[src/rtl/dma_dispatch_pkg.sv]
// Shared definitions for the DMA dispatch controller: DMA word field layout,
// the dispatch FSM state encoding and the packed DMA word type.
package dma_dispatch_pkg;

  localparam int PAYLOAD_MSB = 31;
  localparam int PAYLOAD_LSB = 8;
  localparam int EN_BIT      = 7;
  localparam int SEL_MSB     = 2;
  localparam int SEL_LSB     = 0;

  typedef enum logic [1:0] {
    IDLE,
    ISSUE,
    WAIT
  } state_t;

  typedef struct packed {
    logic [PAYLOAD_MSB:PAYLOAD_LSB] payload;
    logic                           en;
    logic [EN_BIT-1:SEL_MSB+1]      rsvd;
    logic [SEL_MSB:SEL_LSB]         sel;
  } dma_word_t;

endpackage

[src/rtl/dma_dispatch_ctrl_if.sv]
// DMA input stream and per-lane output handshake bundle of dma_dispatch_ctrl.
interface dma_dispatch_ctrl_if #(
  parameter int NUM_LANES = 6,
  parameter int DATA_W    = 24
);
  import dma_dispatch_pkg::*;

  dma_word_t                   dma_word;
  logic                        dma_valid;
  logic                        dma_ready;
  logic [NUM_LANES*DATA_W-1:0] lane_data;
  logic [NUM_LANES-1:0]        lane_valid;
  logic [NUM_LANES-1:0]        lane_ready;

  modport master (
    output dma_word, dma_valid, lane_ready,
    input  dma_ready, lane_data, lane_valid
  );

  modport slave (
    input  dma_word, dma_valid, lane_ready,
    output dma_ready, lane_data, lane_valid
  );

endinterface

[src/rtl/dma_word_fifo.sv]
// Synchronous word FIFO (power-of-two depth) with occupancy count and
// asynchronous active-high reset of the control state.
module dma_word_fifo #(
  parameter  int WIDTH = 32,
  parameter  int DEPTH = 4,
  localparam int AW    = $clog2(DEPTH)
) (
  input  logic             i_clk,
  input  logic             i_rst,
  input  logic             i_push,
  input  logic [WIDTH-1:0] i_wdata,
  input  logic             i_pop,
  output logic [WIDTH-1:0] o_rdata,
  output logic             o_full,
  output logic             o_empty,
  output logic [AW:0]      o_count
);

  logic [WIDTH-1:0] r_mem [DEPTH];
  logic [AW-1:0]    r_wr_ptr;
  logic [AW-1:0]    r_rd_ptr;
  logic [AW:0]      r_count;
  logic             w_do_push;
  logic             w_do_pop;

  assign o_full    = (r_count == (AW+1)'(DEPTH));
  assign o_empty   = (r_count == '0);
  assign w_do_push = i_push && !o_full;
  assign w_do_pop  = i_pop && !o_empty;
  assign o_rdata   = r_mem[r_rd_ptr];
  assign o_count   = r_count;

  always_ff @(posedge i_clk or posedge i_rst) begin
    if (i_rst) begin
      r_wr_ptr <= '0;
      r_rd_ptr <= '0;
      r_count  <= '0;
    end else begin
      if (w_do_push) r_wr_ptr <= r_wr_ptr + AW'(1);
      if (w_do_pop)  r_rd_ptr <= r_rd_ptr + AW'(1);
      r_count <= r_count + (AW+1)'(w_do_push) - (AW+1)'(w_do_pop);
    end
  end

  // Storage carries data only, so it is left out of reset.
  always_ff @(posedge i_clk) begin
    if (w_do_push) r_mem[r_wr_ptr] <= i_wdata;
  end

endmodule

[src/rtl/dma_dispatch_ctrl.sv]
// Buffers DMA words and delivers each payload to one of NUM_LANES lanes, one
// word in flight at a time. Optional stall timeout: `define DISPATCH_TIMEOUT_EN.
module dma_dispatch_ctrl
  import dma_dispatch_pkg::*;
#(
  parameter int NUM_LANES   = 6,
  parameter int FIFO_DEPTH  = 4,
  parameter int DATA_W      = 24,
  parameter int TIMEOUT_CYC = 255
) (
  input  logic               clk,
  input  logic               rst,
  dma_dispatch_ctrl_if.slave bus,
  output logic [7:0]         drop_count,
  output logic               bad_sel,
  output logic               timeout,
  output logic               busy
);

  localparam int CNT_W = $clog2(FIFO_DEPTH) + 1;

  state_t                      r_state, w_state_nxt;
  dma_word_t                   w_head;
  logic                        w_push, w_pop, w_full, w_empty;
  logic [CNT_W-1:0]            w_cnt;
  logic [NUM_LANES-1:0]        r_lane_valid, w_lane_valid_nxt;
  logic [NUM_LANES*DATA_W-1:0] r_lane_data, w_lane_data_nxt;
  logic [7:0]                  r_drop;
  logic                        r_bad;
  logic                        w_drop_inc, w_bad_set, w_hs, w_sel_ok, w_expire;
  logic                        w_unused_rsvd;

  function automatic logic [7:0] sat_inc8(input logic [7:0] v);
    return (v == 8'hFF) ? v : v + 8'd1;
  endfunction

  // A pop in the same cycle never frees a slot for a push into a full FIFO.
  assign bus.dma_ready = !w_full && !rst;
  assign w_push        = bus.dma_valid && bus.dma_ready;

  dma_word_fifo #(
    .WIDTH ($bits(dma_word_t)),
    .DEPTH (FIFO_DEPTH)
  ) u_fifo (
    .i_clk   (clk),
    .i_rst   (rst),
    .i_push  (w_push),
    .i_wdata (bus.dma_word),
    .i_pop   (w_pop),
    .o_rdata (w_head),
    .o_full  (w_full),
    .o_empty (w_empty),
    .o_count (w_cnt)
  );

  assign w_unused_rsvd = ^w_head.rsvd;
  assign w_sel_ok      = int'(w_head.sel) < NUM_LANES;
  assign w_hs          = |(r_lane_valid & bus.lane_ready);

`ifdef DISPATCH_TIMEOUT_EN
  logic [7:0] r_stall;
  logic       r_timeout;

  assign w_expire = (r_state == WAIT) && !w_hs && (r_stall == 8'(TIMEOUT_CYC - 1));
  assign timeout  = r_timeout;

  always_ff @(posedge clk or posedge rst) begin
    if (rst) begin
      r_stall   <= '0;
      r_timeout <= 1'b0;
    end else begin
      if (r_state == ISSUE)                r_stall <= '0;
      else if (r_state == WAIT && !w_hs)   r_stall <= r_stall + 8'd1;
      if (w_expire)                        r_timeout <= 1'b1;
    end
  end
`else
  assign w_expire = 1'b0;
  assign timeout  = 1'b0;
`endif

  always_comb begin
    w_state_nxt      = r_state;
    w_pop            = 1'b0;
    w_lane_valid_nxt = r_lane_valid;
    w_lane_data_nxt  = r_lane_data;
    w_drop_inc       = 1'b0;
    w_bad_set        = 1'b0;
    unique case (r_state)
      IDLE: if (!w_empty) w_state_nxt = ISSUE;
      // ISSUE is only ever entered with at least one word buffered.
      ISSUE: begin
        w_pop = 1'b1;
        if (w_head.en && w_sel_ok) begin
          for (int i = 0; i < NUM_LANES; i++) begin
            if (int'(w_head.sel) == i) begin
              w_lane_valid_nxt[i]                  = 1'b1;
              w_lane_data_nxt[i*DATA_W +: DATA_W]  = DATA_W'(w_head.payload);
            end
          end
          w_state_nxt = WAIT;
        end else begin
          w_drop_inc  = 1'b1;
          w_bad_set   = w_head.en;
          w_state_nxt = (w_cnt > CNT_W'(1)) ? ISSUE : IDLE;
        end
      end
      WAIT: begin
        if (w_hs || w_expire) begin
          w_lane_valid_nxt = '0;
          w_drop_inc       = w_expire;
          w_state_nxt      = w_empty ? IDLE : ISSUE;
        end
      end
      default: w_state_nxt = IDLE;
    endcase
  end

  always_ff @(posedge clk or posedge rst) begin
    if (rst) begin
      r_state      <= IDLE;
      r_lane_valid <= '0;
      r_lane_data  <= '0;
      r_drop       <= '0;
      r_bad        <= 1'b0;
    end else begin
      r_state      <= w_state_nxt;
      r_lane_valid <= w_lane_valid_nxt;
      r_lane_data  <= w_lane_data_nxt;
      if (w_drop_inc) r_drop <= sat_inc8(r_drop);
      if (w_bad_set)  r_bad  <= 1'b1;
    end
  end

  assign bus.lane_valid = r_lane_valid;
  assign bus.lane_data  = r_lane_data;
  assign drop_count     = r_drop;
  assign bad_sel        = r_bad;
  assign busy           = !w_empty || (r_state != IDLE);

endmodule

[src/flat_wrapper.sv]
// flat-port wrapper written by rule: the top's interface ports become plain ports
module dma_dispatch_ctrl_flat import dma_dispatch_pkg::*;
#(
  parameter int NUM_LANES   = 6,
  parameter int FIFO_DEPTH  = 4,
  parameter int DATA_W      = 24,
  parameter int TIMEOUT_CYC = 255
)
  (clk, rst, drop_count, bad_sel, timeout, busy, bus_dma_word, bus_dma_valid, bus_lane_ready, bus_dma_ready, bus_lane_data, bus_lane_valid);
  dma_dispatch_ctrl_if #(.NUM_LANES(NUM_LANES), .DATA_W(DATA_W)) bus_i ();
  input  logic clk;
  input  logic rst;
  output logic [7:0] drop_count;
  output logic bad_sel;
  output logic timeout;
  output logic busy;
  input wire logic [$bits(bus_i.dma_word)-1:0] bus_dma_word;
  input wire logic [$bits(bus_i.dma_valid)-1:0] bus_dma_valid;
  input wire logic [$bits(bus_i.lane_ready)-1:0] bus_lane_ready;
  output wire logic [$bits(bus_i.dma_ready)-1:0] bus_dma_ready;
  output wire logic [$bits(bus_i.lane_data)-1:0] bus_lane_data;
  output wire logic [$bits(bus_i.lane_valid)-1:0] bus_lane_valid;
  assign bus_i.dma_word = bus_dma_word;
  assign bus_i.dma_valid = bus_dma_valid;
  assign bus_i.lane_ready = bus_lane_ready;
  assign bus_dma_ready = bus_i.dma_ready;
  assign bus_lane_data = bus_i.lane_data;
  assign bus_lane_valid = bus_i.lane_valid;
  dma_dispatch_ctrl #(.NUM_LANES(NUM_LANES), .FIFO_DEPTH(FIFO_DEPTH), .DATA_W(DATA_W), .TIMEOUT_CYC(TIMEOUT_CYC)) u_core (.clk(clk), .rst(rst), .bus(bus_i), .drop_count(drop_count), .bad_sel(bad_sel), .timeout(timeout), .busy(busy));
endmodule
[config.mk]
export PLATFORM = sky130hd
export DESIGN_NAME = dma_dispatch_ctrl_flat
export DESIGN_NICKNAME = d
export VERILOG_FILES = /design/src/rtl/dma_dispatch_pkg.sv /design/src/rtl/dma_dispatch_ctrl_if.sv /design/src/rtl/dma_word_fifo.sv /design/src/rtl/dma_dispatch_ctrl.sv /design/src/flat_wrapper.sv
export SDC_FILE = /design/constraint.sdc
export NUM_CORES = 1
export LEC_CHECK = 0
export ABC_CLOCK_PERIOD_IN_PS = 13490
export CAP_MARGIN = 20
export CORE_MARGIN = 8
export CORE_UTILIZATION = 25
export CTS_CLUSTER_SIZE = 10
export DETAILED_ROUTE_END_ITERATION = 12
export HOLD_SLACK_MARGIN = 0.06
export PLACE_DENSITY = 0.45
export SETUP_SLACK_MARGIN = 0.02
export SLEW_MARGIN = 20
export SYNTH_ARGS = -nofsm -noshare
export SYNTH_HDL_FRONTEND = slang
export SYNTH_SLANG_ARGS = --single-unit
[constraint.sdc]
create_clock -name clk -period 13.49 [get_ports clk]
set_input_delay 3.3725 -clock clk [delete_from_list [all_inputs] [get_ports clk]]
set_output_delay 3.3725 -clock clk [all_outputs]
set_load 0.02 [all_outputs]
==> results of run 1 <==
## synthesized netlist by cell type, drive strengths merged
| cell type | count |
|---|---|
| a21bo | 1 |
| a21boi | 2 |
| a21oi | 1 |
| a22oi | 3 |
| a32oi | 1 |
| and2 | 2 |
| and3 | 7 |
| and4 | 1 |
| buf | 20 |
| clkbuf | 2 |
| conb | 1 |
| dfrtp | 168 |
| edfxtp | 112 |
| fa | 1 |
| ha | 9 |
| inv | 11 |
| mux2 | 147 |
| mux4 | 28 |
| nand2 | 6 |
| nand2b | 5 |
| nand3 | 3 |
| nand3b | 1 |
| nand4 | 5 |
| nand4b | 1 |
| nor2 | 7 |
| nor2b | 1 |
| nor3 | 2 |
| o21a | 4 |
| o21bai | 1 |
| o22a | 1 |
| o22ai | 1 |
| or2 | 1 |
| or3 | 2 |
| xnor2 | 9 |
| xor2 | 1 |
## state kept, by name (all words and copies together), names as in the netlist
register / cells
u_core.bus.lane_data: 144
u_core.u_fifo.r_mem: 112
u_core.drop_count: 8
u_core.bus.lane_valid: 6
u_core.u_fifo.o_count: 3
u_core.r_state: 2
u_core.u_fifo.r_rd_ptr: 2
u_core.u_fifo.r_wr_ptr: 2
u_core.bad_sel: 1
## routing by layer
layer,up-vias,wire (um)
li1,2566,-
met4,0,518
met5,-,0
met2,126,14300
met3,38,1231
met1,3027,12480
## area by class of cell
cell class / instances / share of cell area
timing repair buffer: 201 / 0.1392
clock inverter: 3 / 0.002088
inverter: 11 / 0.003219
sequential: 280 / 0.5263
multi-input combinational: 255 / 0.2095
tap: 546 / 0.04749
clock buffer: 59 / 0.07211
antenna: 1 / 0.0001740
## critical path: stages
cell                              delay [ns]
sky130_fd_sc_hd__clkdlybuf4s50_1        0.49
sky130_fd_sc_hd__a21oi_1                0.35
sky130_fd_sc_hd__clkdlybuf4s50_1        0.69
## through the flow
stage          setup slack, ns  instance area (um2)
5_1_grt                  5.126                14380
3_5_place_dp             5.234                13310
2_1_floorplan            5.571                10760
4_1_cts                  5.221                14380
3_3_place_gp             5.247                13310
6_report                 5.221                14380
## cells by family (layout without fill, tap and decap cells)
| kind of cell | Yosys count | after routing | share of synthesized area |
|---|---|---|---|
| and+or+nand+nor | 44 | 44 | 0.02488 |
| other | 1 | 2 | 0.0003485 |
| DFF | 280 | 280 | 0.7032 |
| xor gates and xnor gates | 10 | 10 | 0.008139 |
| muxes | 175 | 175 | 0.2211 |
| adders and majority gates | 10 | 10 | 0.01232 |
| buffers and inverters | 33 | 274 | 0.01942 |
| AOI/OAI and AO/OA | 15 | 15 | 0.01058 |
## final timing paths
| kind | start | depth (start not counted) | end | slack [ns] |
|---|---|---|---|---|
| setup / recovery | rst | 3 | bus_dma_ready | 5.22 |
| hold / removal | u_core.drop_count[5] | 1 | u_core.drop_count[5] | 0.49 |
| setup reg to reg | u_core.u_fifo.r_rd_ptr[0] | 5 | u_core.bus.lane_data[64] | 9.91 |
| hold reg to reg | u_core.drop_count[5] | 1 | u_core.drop_count[5] | 0.49 |
| max in group asynchronous | rst | 3 | u_core.bus.lane_data[137] | 8.90 |
| min in group asynchronous | rst | 2 | u_core.u_fifo.o_count[0] | 3.27 |
## report_power, final
group / total (mW) / switching (mW) / internal [mW]
Combinational: 1.45 / 0.720 / 0.732
Sequential: 1.35 / 0.185 / 1.17
Clock: 0.876 / 0.353 / 0.523
==> results.toml, run 1 <==
[clock_tree]
cts_buffer_depth = 3
holdBufCountCts = 0
cts_post_setup_buffers_inserted = 0
worst_skew_pair_later_pin_latency_ns = 0.52
cts_htree_levels = 2
postCtsResizedCells = 0
cts_inserted_buffers = 35
clk_pin_slew_ns = 0.05
cts.root.buffer_cell = "sky130_fd_sc_hd__clkbuf_16"
numClockSinks = 280
cts_tree = "done"

[yosys]
mappedNetlistArea_um2 = 10760
ys_seq_area_frac = 0.7032
synth_fp_nets = 619
post-synth-top-area-cell = "sky130_fd_sc_hd__dfrtp_1"
synth_top_cell_area_share = 0.3907
post_synth_num_cell_types = 46
synthesis.instances = 568
synth.ff_latch_count = 280
synth-warning-count = 0
netlist_top_cells_area = "sky130_fd_sc_hd__dfrtp_1, sky130_fd_sc_hd__edfxtp_1, sky130_fd_sc_hd__mux2_2"
synth_area_per_cell_um2 = 18.95

[power_and_ir_drop]
power-per-cell-area_nw_per_um2 = 255.8
ir_drop_worst_vdd_mv = 0.08451
fin_total_pwr_mw = 3.679
power.static_leakage_nw = 5.608

[global_routing]
most_crowded_layer_gr = "met2"
first_pass_grt_wire_length_um = 42960
use_met1 = 0.1434
global_route.usage.met3 = 0.02416
via_count_of_the_first_global_routing_pass = 6307
use_met2 = 0.1934
antenna_found_initial = 1
globalRouteOverflowTotal = 0
global_route.usage.total = 0.1137
grt_max_degree = 66

[floorplan]
rows = 76
fp.dieH_um = 223.5
initial_standard_cell_utilization_of_the_core = 0.2515
floorplan.die_area_um2 = 49940
floorplan.core_area_um2 = 42790
io-pin-count = 203
dieWidth_um = 223.5

[placement]
place.detailed.instances = 1293
gp_congestion = 0.6803
dp_hpwl_um = 18680
port_buffers = 197

[timing]
fin_crit_ns = 8.269
finalHoldWorstSlack_ns = 0.4940
totalNegativeSetupSlack_ns = 0
fmax_mhz = 120.9
max_slew_margin = 0.3247
final_hold_viol_count = 0
period_share = 0.6130
final_max_slew_viol_count = 0
rsz0062_at_grt = "no"
max_slew.worst_pin.slew_ns = 1.011
fin_skew_ns = 0.01133
finalSetupViolations = 0

[job]
maxCapViolations = 0

[setup_path]
worst-setup-path-type = "primary input to output port"
kind_of_capture_point_of_the_worst_setup_path = "output port"
critical_path_peak_fanout = 6
cp.required_ns = 10.12
cp_data_arrival_time_ns = 4.90
cp-start-kind = "primary input"

[route]
drtPass1Iterations = 5
routed_via_density = 4.246
drt_drc = 0
detail_route.iter0.violations = 232
ant_nets = 0
sum_of_routed_wire_length_over_all_layers_um = 28540
wl_per_cell_um = 21.04
routed-via-count = 5757

[finish]
layout.nets = 835
multi_input_comb_area_um2 = 3013
fillerInstances = 4128
most-common-layout-cells = "sky130_fd_sc_hd__clkdlybuf4s50_1, sky130_fd_sc_hd__dfrtp_1, sky130_fd_sc_hd__mux2_2"
fin_cells = 1356
fin_util = 0.3361
drive_above_1_share = 0.2917
most_common_library_cell_in_the_layout_ignoring_fill_and_taps = "sky130_fd_sc_hd__clkdlybuf4s50_1"
area.sequential_um2 = 7570
area_growth_pct = 33.66

[run_status]
status = "complete, no violations"

[min_path]
timing.hold.worst.class = "flip-flop to flip-flop"
No activity file was read; power rests on OpenSTA's default activity.
==> inputs of run 2 (changes only) <==
- ABC_CLOCK_PERIOD_IN_PS: 13490 -> 8200
- clock period: 13.49 -> 8.2 ns (I/O delays scaled with it)
==> results.toml, run 2 (synthesis results as in run 1) <==
[global_routing]
first_pass_grt_wire_length_um = 42440
globalRouteOverflowTotal = 0
via_count_of_the_first_global_routing_pass = 6234
grt_max_degree = 81
global_route.usage.total = 0.1134
antenna_found_initial = 0

[finish]
drive_above_1_share = 0.2900
most_common_library_cell_in_the_layout_ignoring_fill_and_taps = "sky130_fd_sc_hd__clkdlybuf4s50_1"
fillerInstances = 4146
multi_input_comb_area_um2 = 3013
fin_util = 0.3356
area.sequential_um2 = 7570
layout.nets = 835
area_growth_pct = 33.45
most-common-layout-cells = "sky130_fd_sc_hd__clkdlybuf4s50_1, sky130_fd_sc_hd__dfrtp_1, sky130_fd_sc_hd__mux2_2"
largest_register_ffs = 144

[floorplan]
fp.dieH_um = 223.5
floorplan.core_area_um2 = 42790
rows = 76
dieWidth_um = 223.5
initial_standard_cell_utilization_of_the_core = 0.2515
io-pin-count = 203
floorplan.die_area_um2 = 49940

[route]
sum_of_routed_wire_length_over_all_layers_um = 28100
drt_drc = 0
route.met2.wl_um = 14100
ant_nets = 0
routed-via-count = 5646
routedLengthMet1_um = 12150
detail_route.iter0.violations = 308
routed_via_density = 4.170
top_layer = "met4"
wl_per_cell_um = 20.76
dr_wl_met3_um = 1345
drtPass1Iterations = 4

[timing]
fmax_mhz = 179.3
period_share = 0.6801
final_hold_viol_count = 0
finalWorstSetupSlack_ns = 2.623
max_slew_margin = 0.3112
fin_skew_ns = 0.008599
finalSetupViolations = 0
rsz0062_at_grt = "no"
totalNegativeSetupSlack_ns = 0
max_slew.worst_pin.slew_ns = 1.031
final_max_slew_viol_count = 0
fin_crit_ns = 5.577
finalHoldWorstSlack_ns = 0.4903

[clock_tree]
cts.root.buffer_cell = "sky130_fd_sc_hd__clkbuf_16"
clk_pin_slew_ns = 0.06
cts_tree = "done"
worst_skew_pair_later_pin_latency_ns = 0.52
cts_htree_levels = 2
numClockSinks = 280
cts_buffer_depth = 3
cts_inserted_buffers = 35
holdBufCountCts = 0
postCtsResizedCells = 0
cts_post_setup_buffers_inserted = 0

[setup_path]
cp_data_arrival_time_ns = 3.53
kind_of_capture_point_of_the_worst_setup_path = "output port"
cp-start-kind = "primary input"
crit_top_cell = "sky130_fd_sc_hd__clkdlybuf4s50_1"
worstPathCellList = "clkdlybuf4s50_1, a21oi_1, clkdlybuf4s50_1"
cp.required_ns = 6.15
worst-setup-path-type = "primary input to output port"
r2r_slack_ns = 4.96
worst_path_max_delay_cell = "sky130_fd_sc_hd__clkdlybuf4s50_1"
worst_path_largest_cell_delay_ns = 0.68
critical_path_peak_fanout = 6

[power_and_ir_drop]
power-per-cell-area_nw_per_um2 = 419.3
power.static_leakage_nw = 5.598
ir_drop_worst_vdd_mv = 0.1728

[placement]
port_buffers = 197
dp_hpwl_um = 18770
preCtsSetupSlack_ns = 2.619
gp_congestion = 0.7031

[run_status]
status = "complete, no violations"

[min_path]
timing.hold.worst.class = "flip-flop to flip-flop"

[job]
maxCapViolations = 0
-- run 2: changes by cell type in the layout (fill, tap and decap cells not counted) --
cell / change
sky130_fd_sc_hd__inv_6: -1
sky130_fd_sc_hd__clkbuf_8: -2
sky130_fd_sc_hd__clkbuf_16: +1
sky130_fd_sc_hd__clkinv_2: +1
sky130_fd_sc_hd__clkinv_8: -1
-- run 2: final cells by class --
type / instances / share of cell area
clock buffers: 58 / 0.07205
repair buffers: 201 / 0.1394
well taps: 546 / 0.04757
inverters: 11 / 0.003224
diodes: 1 / 0.0001742
clock inverters: 2 / 0.0006970
multi-input cells: 255 / 0.2098
flip-flops and latches: 280 / 0.5271
-- run 2: path summary, 6_finish.rpt --
path | startpoint | to | cells past startpoint
worst max-delay path | rst | bus_dma_ready | 3
worst min-delay path | u_core.bad_sel | u_core.bad_sel | 1
worst max register to register | u_core.u_fifo.r_rd_ptr[0] | u_core.bus.lane_data[131] | 5
worst min register to register | u_core.bad_sel | u_core.bad_sel | 1
max in group asynchronous | rst | u_core.bus.lane_data[138] | 3
min in group asynchronous | rst | u_core.u_fifo.r_wr_ptr[1] | 2
-- run 2: metal layers --
metal	up-vias	track usage
met4	0	0.03229
met2	116	0.1925
met5	-	0
li1	2575	-
met3	36	0.03152
met1	2919	0.1398
-- run 2: metrics by stage --
stage / cell area [um2] / instances / total power, mW
floorplan: 10760 / 568 / 3.525
global placement: 13310 / 1293 / 4.685
detailed placement: 13310 / 1293 / 4.704
CTS: 14360 / 1353 / 6.161
global route: 14360 / 1353 / 6.364
finish: 14360 / 1354 / 6.021
-- run 2: critical path, delay by kind of cell --
family / cells / cell delay (ns)
AOI/OAI and AO/OA: 1 / 0.31
buffers and inverters: 2 / 1.17
-- run 2: power by group --
part	total, mW	internal, mW	switching [mW]
logic	2.39	1.20	1.19
registers	2.21	1.92	0.295
clock network	1.41	0.855	0.559
